===== src/rtl/control_pkg.sv =====
// Shared definitions for the multi-cycle control FSM.
// Covers state encoding, MIPS opcode/funct constants and the decode bundle.
package control_pkg;

  typedef enum logic [2:0] {
    ST_IF  = 3'd0,
    ST_ID  = 3'd1,
    ST_EX  = 3'd2,
    ST_MEM = 3'd3,
    ST_WB  = 3'd4
  } state_t;

  localparam int CNT_W = 8;

  localparam logic [5:0] OP_RTYPE = 6'h00;
  localparam logic [5:0] OP_J     = 6'h02;
  localparam logic [5:0] OP_JAL   = 6'h03;
  localparam logic [5:0] OP_BEQ   = 6'h04;
  localparam logic [5:0] OP_BNE   = 6'h05;
  localparam logic [5:0] OP_LW    = 6'h23;
  localparam logic [5:0] OP_SW    = 6'h2B;

  localparam logic [5:0] FN_JR    = 6'h08;
  localparam logic [5:0] FN_SLL   = 6'h00;
  localparam logic [5:0] FN_SRL   = 6'h02;
  localparam logic [5:0] FN_SRA   = 6'h03;
  localparam logic [5:0] FN_SLLV  = 6'h04;
  localparam logic [5:0] FN_SRLV  = 6'h06;
  localparam logic [5:0] FN_SRAV  = 6'h07;

  typedef struct packed {
    logic       r_format;
    logic       i_format;
    logic       lw;
    logic       sw;
    logic       jr;
    logic       jmp;
    logic       jal;
    logic       branch;
    logic       nbranch;
    logic       sftmd;
    logic       reg_dst;
    logic       alu_src;
    logic [1:0] alu_op;
  } ctrl_dec_t;

  function automatic logic is_shift_funct(input logic [5:0] f);
    case (f)
      FN_SLL, FN_SRL, FN_SRA, FN_SLLV, FN_SRLV, FN_SRAV: return 1'b1;
      default: return 1'b0;
    endcase
  endfunction

endpackage


===== src/rtl/control_fsm_if.sv =====
// Instruction-field inputs, I/O handshake and control outputs of the control FSM.
// The master side is the FSM and the slave side is the datapath.
interface control_fsm_if #(
  parameter int ADDR_HIGH_W = 22
);
  logic [5:0]             Opcode;
  logic [5:0]             Function_opcode;
  logic [ADDR_HIGH_W-1:0] Alu_resultHigh;
  logic                   io_ready;

  logic       IR_en;
  logic       PC_en;
  logic       RegWrite;
  logic       MemRead;
  logic       MemWrite;
  logic       IORead;
  logic       IOWrite;
  logic       MemorIOtoReg;
  logic       RegDST;
  logic       ALUSrc;
  logic       Jr;
  logic       Jmp;
  logic       Jal;
  logic       Branch;
  logic       nBranch;
  logic       I_format;
  logic       Sftmd;
  logic [1:0] ALUOp;
  logic [2:0] state;
  logic       io_err;

  modport master (
    input  Opcode, Function_opcode, Alu_resultHigh, io_ready,
    output IR_en, PC_en, RegWrite, MemRead, MemWrite, IORead, IOWrite,
           MemorIOtoReg, RegDST, ALUSrc, Jr, Jmp, Jal, Branch, nBranch,
           I_format, Sftmd, ALUOp, state, io_err
  );

  modport slave (
    output Opcode, Function_opcode, Alu_resultHigh, io_ready,
    input  IR_en, PC_en, RegWrite, MemRead, MemWrite, IORead, IOWrite,
           MemorIOtoReg, RegDST, ALUSrc, Jr, Jmp, Jal, Branch, nBranch,
           I_format, Sftmd, ALUOp, state, io_err
  );
endinterface


===== src/rtl/ctrl_decode.sv =====
// Purely combinational instruction decode: opcode/funct to ungated decode levels.
module ctrl_decode
  import control_pkg::*;
(
  input  logic [5:0] opcode,
  input  logic [5:0] funct,
  output ctrl_dec_t  dec
);

  logic r_fmt, i_fmt, is_lw, is_sw, is_jr, is_j, is_jal, is_beq, is_bne, is_sft;

  assign r_fmt  = (opcode == OP_RTYPE);
  assign i_fmt  = (opcode[5:3] == 3'b001);
  assign is_lw  = (opcode == OP_LW);
  assign is_sw  = (opcode == OP_SW);
  assign is_j   = (opcode == OP_J);
  assign is_jal = (opcode == OP_JAL);
  assign is_beq = (opcode == OP_BEQ);
  assign is_bne = (opcode == OP_BNE);
  assign is_jr  = r_fmt & (funct == FN_JR);
  assign is_sft = r_fmt & is_shift_funct(funct);

  assign dec = '{
    r_format: r_fmt,
    i_format: i_fmt,
    lw:       is_lw,
    sw:       is_sw,
    jr:       is_jr,
    jmp:      is_j,
    jal:      is_jal,
    branch:   is_beq,
    nbranch:  is_bne,
    sftmd:    is_sft,
    reg_dst:  r_fmt,
    alu_src:  i_fmt | is_lw | is_sw,
    alu_op:   {r_fmt | i_fmt, is_beq | is_bne}
  };

endmodule


===== src/rtl/control_fsm.sv =====
// Multi-cycle MIPS control FSM (IF/ID/EX/MEM/WB) with memory wait states and a
// timed-out I/O handshake; decode levels come from ctrl_decode, gated by state.
module control_fsm
  import control_pkg::*;
#(
  parameter int                     ADDR_HIGH_W = 22,
  parameter logic [ADDR_HIGH_W-1:0] IO_PAGE     = '1,
  parameter int                     MEM_WAIT    = 1,
  parameter int                     IO_TIMEOUT  = 8
) (
  input logic           clock,
  input logic           reset,
  control_fsm_if.master bus
);

  localparam logic [CNT_W-1:0] MEM_LAST = CNT_W'(MEM_WAIT);
  localparam logic [CNT_W-1:0] IO_LAST  = CNT_W'(IO_TIMEOUT - 1);

  ctrl_dec_t        dec;
  state_t           state_q, state_n;
  logic [CNT_W-1:0] cnt_q, cnt_n;
  logic             is_io_q, is_io_n;
  logic             io_err_q, io_err_n;
  logic             ir_en_q, pc_en_q, reg_write_q, mem_to_reg_q;
  logic             mem_read_q, mem_write_q, io_read_q, io_write_q;
  logic             to_mem, to_wb, mem_done, io_fail, dec_vld, in_mem_n;

  ctrl_decode u_decode (
    .opcode (bus.Opcode),
    .funct  (bus.Function_opcode),
    .dec    (dec)
  );

  assign to_mem   = dec.lw | dec.sw;
  assign to_wb    = (dec.r_format & ~dec.jr) | dec.i_format | dec.jal;
  assign io_fail  = is_io_q & ~bus.io_ready & (cnt_q == IO_LAST);
  assign mem_done = is_io_q ? (bus.io_ready | (cnt_q == IO_LAST)) : (cnt_q == MEM_LAST);

  always_comb begin
    state_n  = ST_IF;
    cnt_n    = cnt_q;
    is_io_n  = is_io_q;
    io_err_n = io_err_q;
    case (state_q)
      // Out of reset IR_en is still low, so IF is held one cycle to raise it.
      ST_IF: state_n = ir_en_q ? ST_ID : ST_IF;
      ST_ID: state_n = ST_EX;
      ST_EX: begin
        if (to_mem) begin
          state_n = ST_MEM;
          cnt_n   = '0;
          is_io_n = (bus.Alu_resultHigh == IO_PAGE);
        end else if (to_wb) begin
          state_n = ST_WB;
        end
      end
      ST_MEM: begin
        if (!mem_done) begin
          state_n = ST_MEM;
          if (cnt_q != '1) cnt_n = cnt_q + 1'b1;
        end else if (io_fail) begin
          io_err_n = 1'b1;
        end else if (dec.lw) begin
          state_n = ST_WB;
        end
      end
      default: state_n = ST_IF;
    endcase
  end

  assign in_mem_n = (state_n == ST_MEM);

  always_ff @(posedge clock or posedge reset) begin
    if (reset) begin
      state_q      <= ST_IF;
      cnt_q        <= '0;
      is_io_q      <= 1'b0;
      io_err_q     <= 1'b0;
      ir_en_q      <= 1'b0;
      pc_en_q      <= 1'b0;
      reg_write_q  <= 1'b0;
      mem_to_reg_q <= 1'b0;
      mem_read_q   <= 1'b0;
      mem_write_q  <= 1'b0;
      io_read_q    <= 1'b0;
      io_write_q   <= 1'b0;
    end else begin
      state_q      <= state_n;
      cnt_q        <= cnt_n;
      is_io_q      <= is_io_n;
      io_err_q     <= io_err_n;
      ir_en_q      <= (state_n == ST_IF);
      reg_write_q  <= (state_n == ST_WB);
      mem_to_reg_q <= dec.lw & (in_mem_n | (state_n == ST_WB));
      mem_read_q   <= in_mem_n & dec.lw & ~is_io_n;
      mem_write_q  <= in_mem_n & dec.sw & ~is_io_n;
      io_read_q    <= in_mem_n & dec.lw & is_io_n;
      io_write_q   <= in_mem_n & dec.sw & is_io_n;
      // Last-cycle flag for every exit whose timing is known ahead of time.
      pc_en_q      <= (state_n == ST_WB)
                    | ((state_n == ST_EX) & ~to_mem & ~to_wb)
                    | (in_mem_n & dec.sw & ~is_io_n & (cnt_n == MEM_LAST));
    end
  end

  assign dec_vld = (state_q == ST_ID) | (state_q == ST_EX) |
                   (state_q == ST_MEM) | (state_q == ST_WB);

  // An I/O exit depends on io_ready in the same cycle, so its PC_en cannot be pre-registered.
  assign bus.PC_en = pc_en_q |
                     ((state_q == ST_MEM) & ((is_io_q & dec.sw & bus.io_ready) | io_fail));

  assign bus.IR_en        = ir_en_q;
  assign bus.RegWrite     = reg_write_q;
  assign bus.MemRead      = mem_read_q;
  assign bus.MemWrite     = mem_write_q;
  assign bus.IORead       = io_read_q;
  assign bus.IOWrite      = io_write_q;
  assign bus.MemorIOtoReg = mem_to_reg_q;
  assign bus.RegDST       = dec_vld & dec.reg_dst;
  assign bus.ALUSrc       = dec_vld & dec.alu_src;
  assign bus.Jr           = dec_vld & dec.jr;
  assign bus.Jmp          = dec_vld & dec.jmp;
  assign bus.Jal          = dec_vld & dec.jal;
  assign bus.Branch       = dec_vld & dec.branch;
  assign bus.nBranch      = dec_vld & dec.nbranch;
  assign bus.I_format     = dec_vld & dec.i_format;
  assign bus.Sftmd        = dec_vld & dec.sftmd;
  assign bus.ALUOp        = dec_vld ? dec.alu_op : 2'b00;
  assign bus.state        = state_q;
  assign bus.io_err       = io_err_q;

endmodule


===== src/flat_wrapper.sv =====
// flat-port wrapper written by rule: the top's interface ports become plain ports
module control_fsm_flat import control_pkg::*;
#(
  parameter int                     ADDR_HIGH_W = 22,
  parameter logic [ADDR_HIGH_W-1:0] IO_PAGE     = '1,
  parameter int                     MEM_WAIT    = 1,
  parameter int                     IO_TIMEOUT  = 8
)
  (clock, reset, bus_Opcode, bus_Function_opcode, bus_Alu_resultHigh, bus_io_ready, bus_IR_en, bus_PC_en, bus_RegWrite, bus_MemRead, bus_MemWrite, bus_IORead, bus_IOWrite, bus_MemorIOtoReg, bus_RegDST, bus_ALUSrc, bus_Jr, bus_Jmp, bus_Jal, bus_Branch, bus_nBranch, bus_I_format, bus_Sftmd, bus_ALUOp, bus_state, bus_io_err);
  control_fsm_if #(.ADDR_HIGH_W(ADDR_HIGH_W)) bus_i ();
  input logic clock;
  input logic reset;
  input wire logic [$bits(bus_i.Opcode)-1:0] bus_Opcode;
  input wire logic [$bits(bus_i.Function_opcode)-1:0] bus_Function_opcode;
  input wire logic [$bits(bus_i.Alu_resultHigh)-1:0] bus_Alu_resultHigh;
  input wire logic [$bits(bus_i.io_ready)-1:0] bus_io_ready;
  output wire logic [$bits(bus_i.IR_en)-1:0] bus_IR_en;
  output wire logic [$bits(bus_i.PC_en)-1:0] bus_PC_en;
  output wire logic [$bits(bus_i.RegWrite)-1:0] bus_RegWrite;
  output wire logic [$bits(bus_i.MemRead)-1:0] bus_MemRead;
  output wire logic [$bits(bus_i.MemWrite)-1:0] bus_MemWrite;
  output wire logic [$bits(bus_i.IORead)-1:0] bus_IORead;
  output wire logic [$bits(bus_i.IOWrite)-1:0] bus_IOWrite;
  output wire logic [$bits(bus_i.MemorIOtoReg)-1:0] bus_MemorIOtoReg;
  output wire logic [$bits(bus_i.RegDST)-1:0] bus_RegDST;
  output wire logic [$bits(bus_i.ALUSrc)-1:0] bus_ALUSrc;
  output wire logic [$bits(bus_i.Jr)-1:0] bus_Jr;
  output wire logic [$bits(bus_i.Jmp)-1:0] bus_Jmp;
  output wire logic [$bits(bus_i.Jal)-1:0] bus_Jal;
  output wire logic [$bits(bus_i.Branch)-1:0] bus_Branch;
  output wire logic [$bits(bus_i.nBranch)-1:0] bus_nBranch;
  output wire logic [$bits(bus_i.I_format)-1:0] bus_I_format;
  output wire logic [$bits(bus_i.Sftmd)-1:0] bus_Sftmd;
  output wire logic [$bits(bus_i.ALUOp)-1:0] bus_ALUOp;
  output wire logic [$bits(bus_i.state)-1:0] bus_state;
  output wire logic [$bits(bus_i.io_err)-1:0] bus_io_err;
  assign bus_i.Opcode = bus_Opcode;
  assign bus_i.Function_opcode = bus_Function_opcode;
  assign bus_i.Alu_resultHigh = bus_Alu_resultHigh;
  assign bus_i.io_ready = bus_io_ready;
  assign bus_IR_en = bus_i.IR_en;
  assign bus_PC_en = bus_i.PC_en;
  assign bus_RegWrite = bus_i.RegWrite;
  assign bus_MemRead = bus_i.MemRead;
  assign bus_MemWrite = bus_i.MemWrite;
  assign bus_IORead = bus_i.IORead;
  assign bus_IOWrite = bus_i.IOWrite;
  assign bus_MemorIOtoReg = bus_i.MemorIOtoReg;
  assign bus_RegDST = bus_i.RegDST;
  assign bus_ALUSrc = bus_i.ALUSrc;
  assign bus_Jr = bus_i.Jr;
  assign bus_Jmp = bus_i.Jmp;
  assign bus_Jal = bus_i.Jal;
  assign bus_Branch = bus_i.Branch;
  assign bus_nBranch = bus_i.nBranch;
  assign bus_I_format = bus_i.I_format;
  assign bus_Sftmd = bus_i.Sftmd;
  assign bus_ALUOp = bus_i.ALUOp;
  assign bus_state = bus_i.state;
  assign bus_io_err = bus_i.io_err;
  control_fsm #(.ADDR_HIGH_W(ADDR_HIGH_W), .IO_PAGE(IO_PAGE), .MEM_WAIT(MEM_WAIT), .IO_TIMEOUT(IO_TIMEOUT)) u_core (.clock(clock), .reset(reset), .bus(bus_i));
endmodule

===== config.mk =====
export PLATFORM = sky130hd
export DESIGN_NAME = control_fsm_flat
export DESIGN_NICKNAME = d
export VERILOG_FILES = /design/src/rtl/control_pkg.sv /design/src/rtl/control_fsm_if.sv /design/src/rtl/ctrl_decode.sv /design/src/rtl/control_fsm.sv /design/src/flat_wrapper.sv
export SDC_FILE = /design/constraint.sdc
export NUM_CORES = 1
export LEC_CHECK = 0
export CORE_UTILIZATION = 40
export DETAILED_ROUTE_END_ITERATION = 10
export PLACE_DENSITY = 0.72
export SYNTH_ARGS = -nofsm -noshare
export SYNTH_HDL_FRONTEND = slang
export SYNTH_HIERARCHICAL = 1
export SYNTH_SLANG_ARGS = --single-unit

===== constraint.sdc =====
create_clock -name clock -period 2.5 [get_ports clock]
set_clock_uncertainty 0.2 [all_clocks]
set_input_delay 0.5 -clock clock [delete_from_list [all_inputs] [get_ports clock]]
set_output_delay 0.5 -clock clock [all_outputs]
set_load 0.005 [all_outputs]

### Word level (Yosys, flattened, before mapping)

Cells that the tools add are included.

| storage, ports and cells | value |
|---|---|
| register bits | 21 |
| input port bits | 37 |
| output and inout port bits | 23 |

| operators by class | value |
|---|---|
| add/sub/neg operators | 1 |
| equality and inequality tests | 25 |
| muxes and demuxes | 16 |
| bitwise logic cells | 48 |
| reduce and logical (&&, ||, !) cells | 6 |

Operators with widths:

| kind | count |
|---|---|
| == test 6 x 3 -> 1 bit, second input constant | 5 |
| bitwise AND 1 bit | 27 |
| == test 6 x 2 -> 1 bit, second input constant | 4 |
| two-way mux 8 bit | 3 |
| == test 22 bit, second input constant | 1 |
| == test 8 x 1 -> 1 bit, second input constant | 2 |
| bitwise OR 1 bit | 16 |
| one-hot mux 8 bit (2 select lines) | 1 |
| two-way mux 3 bit | 5 |
| == test 3 x 2 -> 1 bit, second input constant | 4 |
| == test 6 bit, second input constant | 2 |
| logical NOT 6 bit | 2 |
| one-hot mux 3 bit (4 select lines) | 1 |
| adder 8 x 1 -> 8 bit, second input constant | 1 |
| == test 8 x 3 -> 1 bit, second input constant | 1 |
| inequality test 8 bit, second input constant | 1 |
| == test 3 x 1 -> 1 bit, second input constant | 2 |
| == test 3 bit, second input constant | 2 |
| == test 6 x 4 -> 1 bit, second input constant | 1 |
| logical NOT 3 bit | 2 |
| OR reduction 6 bit | 1 |
| two-way mux 1 bit | 5 |
| NOT 1 bit | 5 |
| AND reduction 3 bit | 1 |
| two-way mux 2 bit | 1 |

### Logic depth before layout (Yosys ltp)

Gate-level depths: netlist of run 1.

| depth | value |
|---|---|
| depth in word-level cells | 14 |
| mapped depth | 10 |
| depth with buffers taken out | 8 |

### Modules after synthesis

Netlist of run 1, hierarchy kept.

Modules (own cells, without submodules):

| module | times used | cells an instance | area each (um^2) | seq. area each (um^2) |
|---|---|---|---|---|
| control_fsm | 1 | 143 | 1295.0 | 525.5 |
| ctrl_decode | 1 | 36 | 255.2 | 0.0 |

### Worst setup path before layout of run 1

Ideal clock, no wire load.

| timing | value |
|---|---|
| path kind | input port to flip-flop |
| start point | input port bus_Opcode[1] |
| end point | register u_core.pc_en_q |
| arrival | 2.327 ns |
| required time | 2.171 ns |
| path slack | -0.156 ns |
| cell stages on the path | 10 |
| path buffers | 2 |
| cells stage by stage | buf_2 -> or4_1 -> nor3_1 -> buf_4 -> inv_1 -> a211oi_1 -> nor4_1 -> a31o_2 -> a31oi_1 -> o31ai_1 |

| on the way | value |
|---|---|
| word-level cells in the longest chain between the ends | 14 |
| elaborated cells on any way between the ends | 34 |

RTL lines:

| item | RTL line | text |
|---|---|---|
| start: declaration | flat_wrapper.sv:13 | `input wire logic [$bits(bus_i.Opcode)-1:0] bus_Opcode;` |
| logical NOT 6 bit (*) | ctrl_decode.sv:12 | `assign r_fmt = (opcode == OP_RTYPE);` |
| bitwise AND 1 bit (*) | ctrl_decode.sv:20 | `assign is_jr = r_fmt & (funct == FN_JR);` |
| net u_core.u_decode.is_jr | ctrl_decode.sv:10 | `logic r_fmt, i_fmt, is_lw, is_sw, is_jr, is_j, is_jal, is_beq, is_bne, is_sft;` |
| NOT 1 bit (*) | control_fsm.sv:35 | `assign to_wb = (dec.r_format & ~dec.jr) \| dec.i_format \| dec.jal;` |
| bitwise AND 1 bit (*) | control_fsm.sv:35 |  |
| bitwise OR 1 bit (*) (2 in series) | control_fsm.sv:35 |  |
| two-way mux 3 bit (*) | control_fsm.sv:53 | `end else if (to_wb) begin` |
| two-way mux 3 bit (*) | control_fsm.sv:49 | `if (to_mem) begin` |
| one-hot mux 3 bit (4 select lines) (*) | control_fsm.sv:44 | `case (state_q)` |
| net u_core.state_n[2] | control_fsm.sv:20 | `state_t state_q, state_n;` |
| == test 3 x 2 -> 1 bit, on equally long branches | control_fsm.sv:101, control_fsm.sv:71 |  |
| bitwise AND 1 bit, on equally long branches (2 in series) | control_fsm.sv:101, control_fsm.sv:102 |  |
| bitwise OR 1 bit or bitwise AND 1 bit (tied branches) | control_fsm.sv:101, control_fsm.sv:102 |  |
| bitwise OR 1 bit (*) | control_fsm.sv:102 | `\| (in_mem_n & dec.sw & ~is_io_n & (cnt_n == MEM_LAST));` |
| end signal: assignment | control_fsm.sv:100 | `pc_en_q <= (state_n == ST_WB)` |
| end: declaration | control_fsm.sv:24 | `logic ir_en_q, pc_en_q, reg_write_q, mem_to_reg_q;` |

Mark *: on every way through the listed nets, which the timed path passes. The rest lies on a longest branch.
A chain may end at the register's enable or synchronous reset.

==> results.toml, run 1 <==
[final_layout]
finalCoreUtilization_pct = 75.78
fin_area_um2 = 2795
final_nets = 333
nFillCells = 289
syn_to_final_growth_pct = 80.31
n_antenna_cell = 0
final_layout_size_suffix_gt1_share_pct = 41.64

[floorplan]
die_area_um2 = 4129
core_um2 = 3689
dieHeight_um = 64.26
die_w_um = 64.26
start_util_pct = 42.03
ios = 60
rows = 22

[detailed_routing]
avgViaCountPerCell = 5.452
post_drt_wl_per_cell_um = 15.67
drc_errors = 0
antenna_left = 0
vias = 1859
firstDrtPassIters = 4
drt-initial-drc-count = 96
wl_um = 5342

[worst_hold_path]
min_to = "u_core/bus.io_err"
hp-start = "u_core/bus.io_err"
whs_path_depth = 1
hold_class = "reg2reg"

[synth]
synth_area_per_cell_um2 = 8.661
ys_warn_count = 6
synth.distinct_cells = 49
ys_top_cells_by_area = "dfrtp_1, buf_4, and2_1"
syn_area_um2 = 1550
synth_ff_type = "dfrtp_1"
synth_top_area_cell = "dfrtp_1"
synth_edf_count = 0
synth_common_cells = "dfrtp_1, and2_1, nand2_1, nor2_1"
synth-seq-cells = 21
yosysMostFrequentCell = "dfrtp_1"
yosysSeqAreaShare_pct = 33.90
synth_top_area_share_pct = 33.90
synth-async-reset-ratio_pct = 100.0
postSynthNetCount = 218
synth_cells = 179

[timing]
worst_pin_slew_ns = 0.3805
relSlewSlack_pct = 74.51
setup_viol = 3
max_freq_mhz = 398.0
report.final.hold_viol_count = 0
fin_tns_setup_ns = -0.02791
fin_ws_ns = -0.01286
finalCriticalPeriod_ns = 2.513
drv_slew = 0
rsz0062_at_grt = "yes"
fin_crit_sh_pct = 100.5

[place]
portBuffers = 59
postPlaceCellArea_um2 = 2525
finalWeightedCongestion = 0.8943
dp_hpwl_um = 3947

[global_routing]
grt_usage_pct = 27.78
grt_overflow_total = 0
grt_max_degree = 22
grt_pass1_vias = 1946
grt_pass1_wl_um = 8845
antenna_found_initial = 0

[worst_setup_path]
crit_arrival_ns = 1.81
worst-r2r-setup-slack_ns = -0.01
cp-end-kind = "output pin"
crit_fanout = 6
r2r_start = "u_core/cnt_q[4]"
start_kind = "input pin"
path_class = "in2out"
worstReg2RegEnd = "u_core/pc_en_q"
rr_worst_depth = 8
worstPathRequired_ns = 1.80
crit_start = "bus_Opcode[3]"

[clock_tree]
htreeDepth = 1
cts_max_path_buffers = 2
clkLatencyLatePin_ns = 0.27
cts_made_buffers = 3
clk_pin_slew_ns = 0.08
tritoncts = "done"
cts_sinks = 21
cts-root-buf = "clkbuf_8"
cts_hold_buf = 0

[power]
powerDensity_nw_per_um2 = 523.6
p_leak_nw = 1.254
ir_drop_mv = 0.3766

[run_status]
status = "finished with violations"
failed_checks = "negative setup slack"

[job]
drv_cap = 0
[layer usage]
metal	track usage (%)	routed length [um]	up-vias
li1	-	-	897
met1	32.30	2188	870
met2	50.53	2702	73
met3	3.393	273	19
met4	11.94	177	0
met5	0	0	-
[flip-flops by register name, summed over array words and instances, names as in the netlist]
register	cells
u_core/cnt_q	8
u_core/bus.state	3
u_core/bus.IORead	1
u_core/bus.IOWrite	1
u_core/bus.IR_en	1
u_core/bus.MemRead	1
u_core/bus.MemWrite	1
u_core/bus.MemorIOtoReg	1
u_core/bus.RegWrite	1
u_core/bus.io_err	1
u_core/is_io_q	1
u_core/pc_en_q	1
[layout make-up]
| class | instances | area [um2] | share of cell area, % |
|---|---|---|---|
| clock inverter | 1 | 5.005 | 0.1791 |
| multi-input combinational | 135 | 1070 | 38.27 |
| timing repair buffer | 126 | 1066 | 38.14 |
| inverter | 7 | 26.28 | 0.9400 |
| tap | 48 | 60.06 | 2.149 |
| sequential | 21 | 526.8 | 18.85 |
| clock buffer | 3 | 41.29 | 1.477 |
[layout by cell type, fill, tap and decap left out, types with 7 or more instances in the layout]
cell / instances
nand2_1: 11
nand3_1: 7
dlygate4sd2_1: 10
buf_4: 62
clkdlybuf4s50_1: 36
nor2_1: 8
a21oi_1: 7
dfrtp_1: 20
and2_1: 12
[power by group]
group	internal [mW]	switching, mW	leakage [nW]
clock network	0.111	0.123	0.0255
logic	0.400	0.368	0.947
registers	0.407	0.0542	0.282
[worst max path at each step]
stage                                end  slack, ns  cells after the start
after floorplan           u_core/pc_en_q       0.01                     10
after global placement         bus_Sftmd      -0.63                      5
after detailed placement     bus_nBranch      -0.69                      6
after CTS                      bus_PC_en      -0.10                      5
after global routing      u_core/pc_en_q      -0.13                      8
final                          bus_Sftmd      -0.01                      6
[logic make-up (layout without fill, tap and decap cells)]
group                    Yosys count  after routing  share of synthesized area, %
flip-flops                        21             21                         33.90
AND/OR/NAND/NOR                   92             92                         35.59
buffers and inverters             23            137                         8.475
AO/OA/AOI/OAI                     40             40                         19.86
adder cells (fa/ha/maj)            2              2                         1.614
XOR/XNOR                           1              1                        0.5651
[metrics by stage]
step	hold WS [ns]	power [mW]	setup WS, ns	cells
global route	0.3526	1.567	-0.1272	341
CTS	0.3173	1.432	-0.1022	338
detailed placement	0.2972	1.152	-0.6879	324
finish	0.3240	1.464	-0.01286	341
floorplan	0.2663	0.7876	0.01439	179
global placement	0.2841	1.128	-0.6320	324
[worst max-delay path, cell delays in order]
cell and delay (ns):
buf_2 0.12, or4_4 0.59, buf_6 0.15, a2111oi_4 0.19, and2_1 0.16, buf_2 0.10
[timing repair]
| action | in CTS | in global routing |
|---|---|---|
| buffers inserted | 15 | 3 |
| endpoints found under the setup margin | 20 | 16 |
| resized for setup | 78 | 12 |
| pin swaps | 18 | 15 |
Note: power is estimated with default switching activity, not from simulation.
==> inputs of run 2 (changes only) <==
--- a/config.mk
+++ b/config.mk
@@ -5,9 +5,9 @@
 export SDC_FILE = /design/constraint.sdc
 export NUM_CORES = 1
 export LEC_CHECK = 0
-export CORE_UTILIZATION = 40
+export CORE_UTILIZATION = 44
 export DETAILED_ROUTE_END_ITERATION = 10
-export PLACE_DENSITY = 0.72
+export PLACE_DENSITY = 0.78
 export SYNTH_ARGS = -nofsm -noshare
 export SYNTH_HDL_FRONTEND = slang
 export SYNTH_HIERARCHICAL = 1
==> results.toml, run 2 (synthesis gave the netlist of run 1 again) <==
[final_layout]
n_antenna_cell = 0
fin_area_um2 = 2815
final_nets = 339
final_cell_mix = "buf_4, clkdlybuf4s50_1, dfrtp_1"
nFillCells = 208
largest-register = "u_core/cnt_q"
syn_to_final_growth_pct = 81.60
final_layout_size_suffix_gt1_share_pct = 44.15
largest_reg_flops = 8
final_common_cell = "buf_4"
finalCoreUtilization_pct = 83.71

[global_routing]
grt_max_degree = 22
grt_overflow_total = 0
grt_usage_pct = 33.27
grt_pass1_wl_um = 8928
antenna_found_initial = 0
grt_pass1_vias = 2024
met1_usage_pct = 33.77
use_met3_pct = 5.672
grt_use_met2_pct = 63.51
grt_busiest_layer = "met2"

[worst_setup_path]
path_cells = "buf_8 > or4_4 > buf_4 > o32ai_2 > and2_1 > buf_2"
start_kind = "input pin"
cp_slowest_cell = "or4_4"
path_class = "in2out"
worstReg2RegEnd = "u_core/pc_en_q"
crit_fanout = 4
slowest_delay_ns = 0.57
crit_start = "bus_Opcode[4]"
r2r_start = "u_core/cnt_q[3]"
worst-r2r-setup-slack_ns = -0.05
rr_worst_depth = 7
crit_arrival_ns = 1.90
worstPathRequired_ns = 1.80
cp-end-kind = "output pin"

[timing]
fin_crit_sh_pct = 104.2
fin_tns_setup_ns = -0.3794
worst_pin_slew_ns = 0.4730
drv_slew = 0
report.final.hold_viol_count = 0
fin_ws_ns = -0.1043
finalCriticalPeriod_ns = 2.604
setup_viol = 8
rsz0062_at_grt = "yes"
max_freq_mhz = 384.0
relSlewSlack_pct = 68.03

[clock_tree]
tritoncts = "done"
clk_pin_slew_ns = 0.12
clkLatencyLatePin_ns = 0.32
cts_sinks = 21
cts-root-buf = "clkbuf_4"
htreeDepth = 1
cts_made_buffers = 3
cts_max_path_buffers = 2

[job]
drv_cap = 0

[run_status]
status = "finished with violations"
failed_checks = "negative setup slack"

[place]
portBuffers = 59
place_ws_ns = -0.7764
dp_hpwl_um = 3952
postPlaceCellArea_um2 = 2515
finalWeightedCongestion = 0.8929

[floorplan]
die_area_um2 = 3764
start_util_pct = 46.09
core_um2 = 3363
ios = 60
dieHeight_um = 61.36
die_w_um = 61.36
rows = 21

[power]
total_power_mw = 1.487
powerDensity_nw_per_um2 = 528.3
p_leak_nw = 1.279
ir_drop_mv = 0.5234

[detailed_routing]
vias = 2021
avgViaCountPerCell = 5.858
wl_um = 6130
post_drt_wl_per_cell_um = 17.77
drc_errors = 0
firstDrtPassIters = 4
antenna_left = 0
drt-initial-drc-count = 148

[worst_hold_path]
hold_class = "in2async"
## run 2: per-layer routing
| metal | share of wire [%] | up-vias |
|---|---|---|
| li1 | - | 909 |
| met1 | 37 | 966 |
| met2 | 52 | 119 |
| met3 | 6.4 | 27 |
| met4 | 4.3 | 0 |
| met5 | 0 | - |
## run 2: critical path, delay by kind of cell
kind / cells / cell delay, ns
and+or+nand+nor: 2 / 0.74
AOI/OAI and AO/OA: 1 / 0.29
buffers and inverters: 3 / 0.37
## run 2: worst max path at each step
| stage | end | slack (ns) | cells past startpoint |
|---|---|---|---|
| 6_report | bus_ALUOp[1] | -0.10 | 6 |
| 2_1_floorplan | u_core/pc_en_q | 0.01 | 10 |
| 3_3_place_gp | bus_Sftmd | -0.64 | 5 |
| 4_1_cts | bus_PC_en | -0.16 | 5 |
| 3_5_place_dp | bus_Sftmd | -0.78 | 5 |
| 5_1_grt | u_core/pc_en_q | -0.13 | 12 |
## run 2: power breakdown
group          internal (mW)  total, mW  switching, mW
Combinational          0.443      0.838          0.395
Clock                 0.0625      0.179          0.116
Sequential             0.406      0.471         0.0642
## run 2: repair_timing
item                       4_1_cts  5_1_grt
setup endpoints to repair       21       13
hold buffers                     0        0
gates cloned                     0        0
buffers inserted                14        6
gates resized for setup         87       18
pin swaps                       17       13
## run 2: cell type report
cell class              count  area [um2]  share of cell area (%)
inverters                   7       26.28                  0.9333
multi-input cells         135        1084                   38.49
repair buffers            132        1095                   38.89
well taps                  46       57.56                   2.044
flip-flops and latches     21       526.8                   18.71
clock buffers               4       26.28                  0.9333
## run 2: per-stage QoR
| step | instances | hold WS [ns] |
|---|---|---|
| 5_1_grt | 345 | 0.3117 |
| 3_3_place_gp | 321 | 0.2774 |
| 4_1_cts | 339 | 0.3044 |
| 6_report | 345 | 0.2997 |
| 2_1_floorplan | 179 | 0.2663 |
| 3_5_place_dp | 321 | 0.2755 |
==> inputs of run 3 (changes only) <==
--- a/config.mk
+++ b/config.mk
@@ -5,6 +5,7 @@
 export SDC_FILE = /design/constraint.sdc
 export NUM_CORES = 1
 export LEC_CHECK = 0
+export ABC_CLOCK_PERIOD_IN_PS = 2500
 export CORE_UTILIZATION = 44
 export DETAILED_ROUTE_END_ITERATION = 10
 export PLACE_DENSITY = 0.78
==> results of run 3 <==
Same layout as run 2: the final DEF is identical, and so are final timing and power.
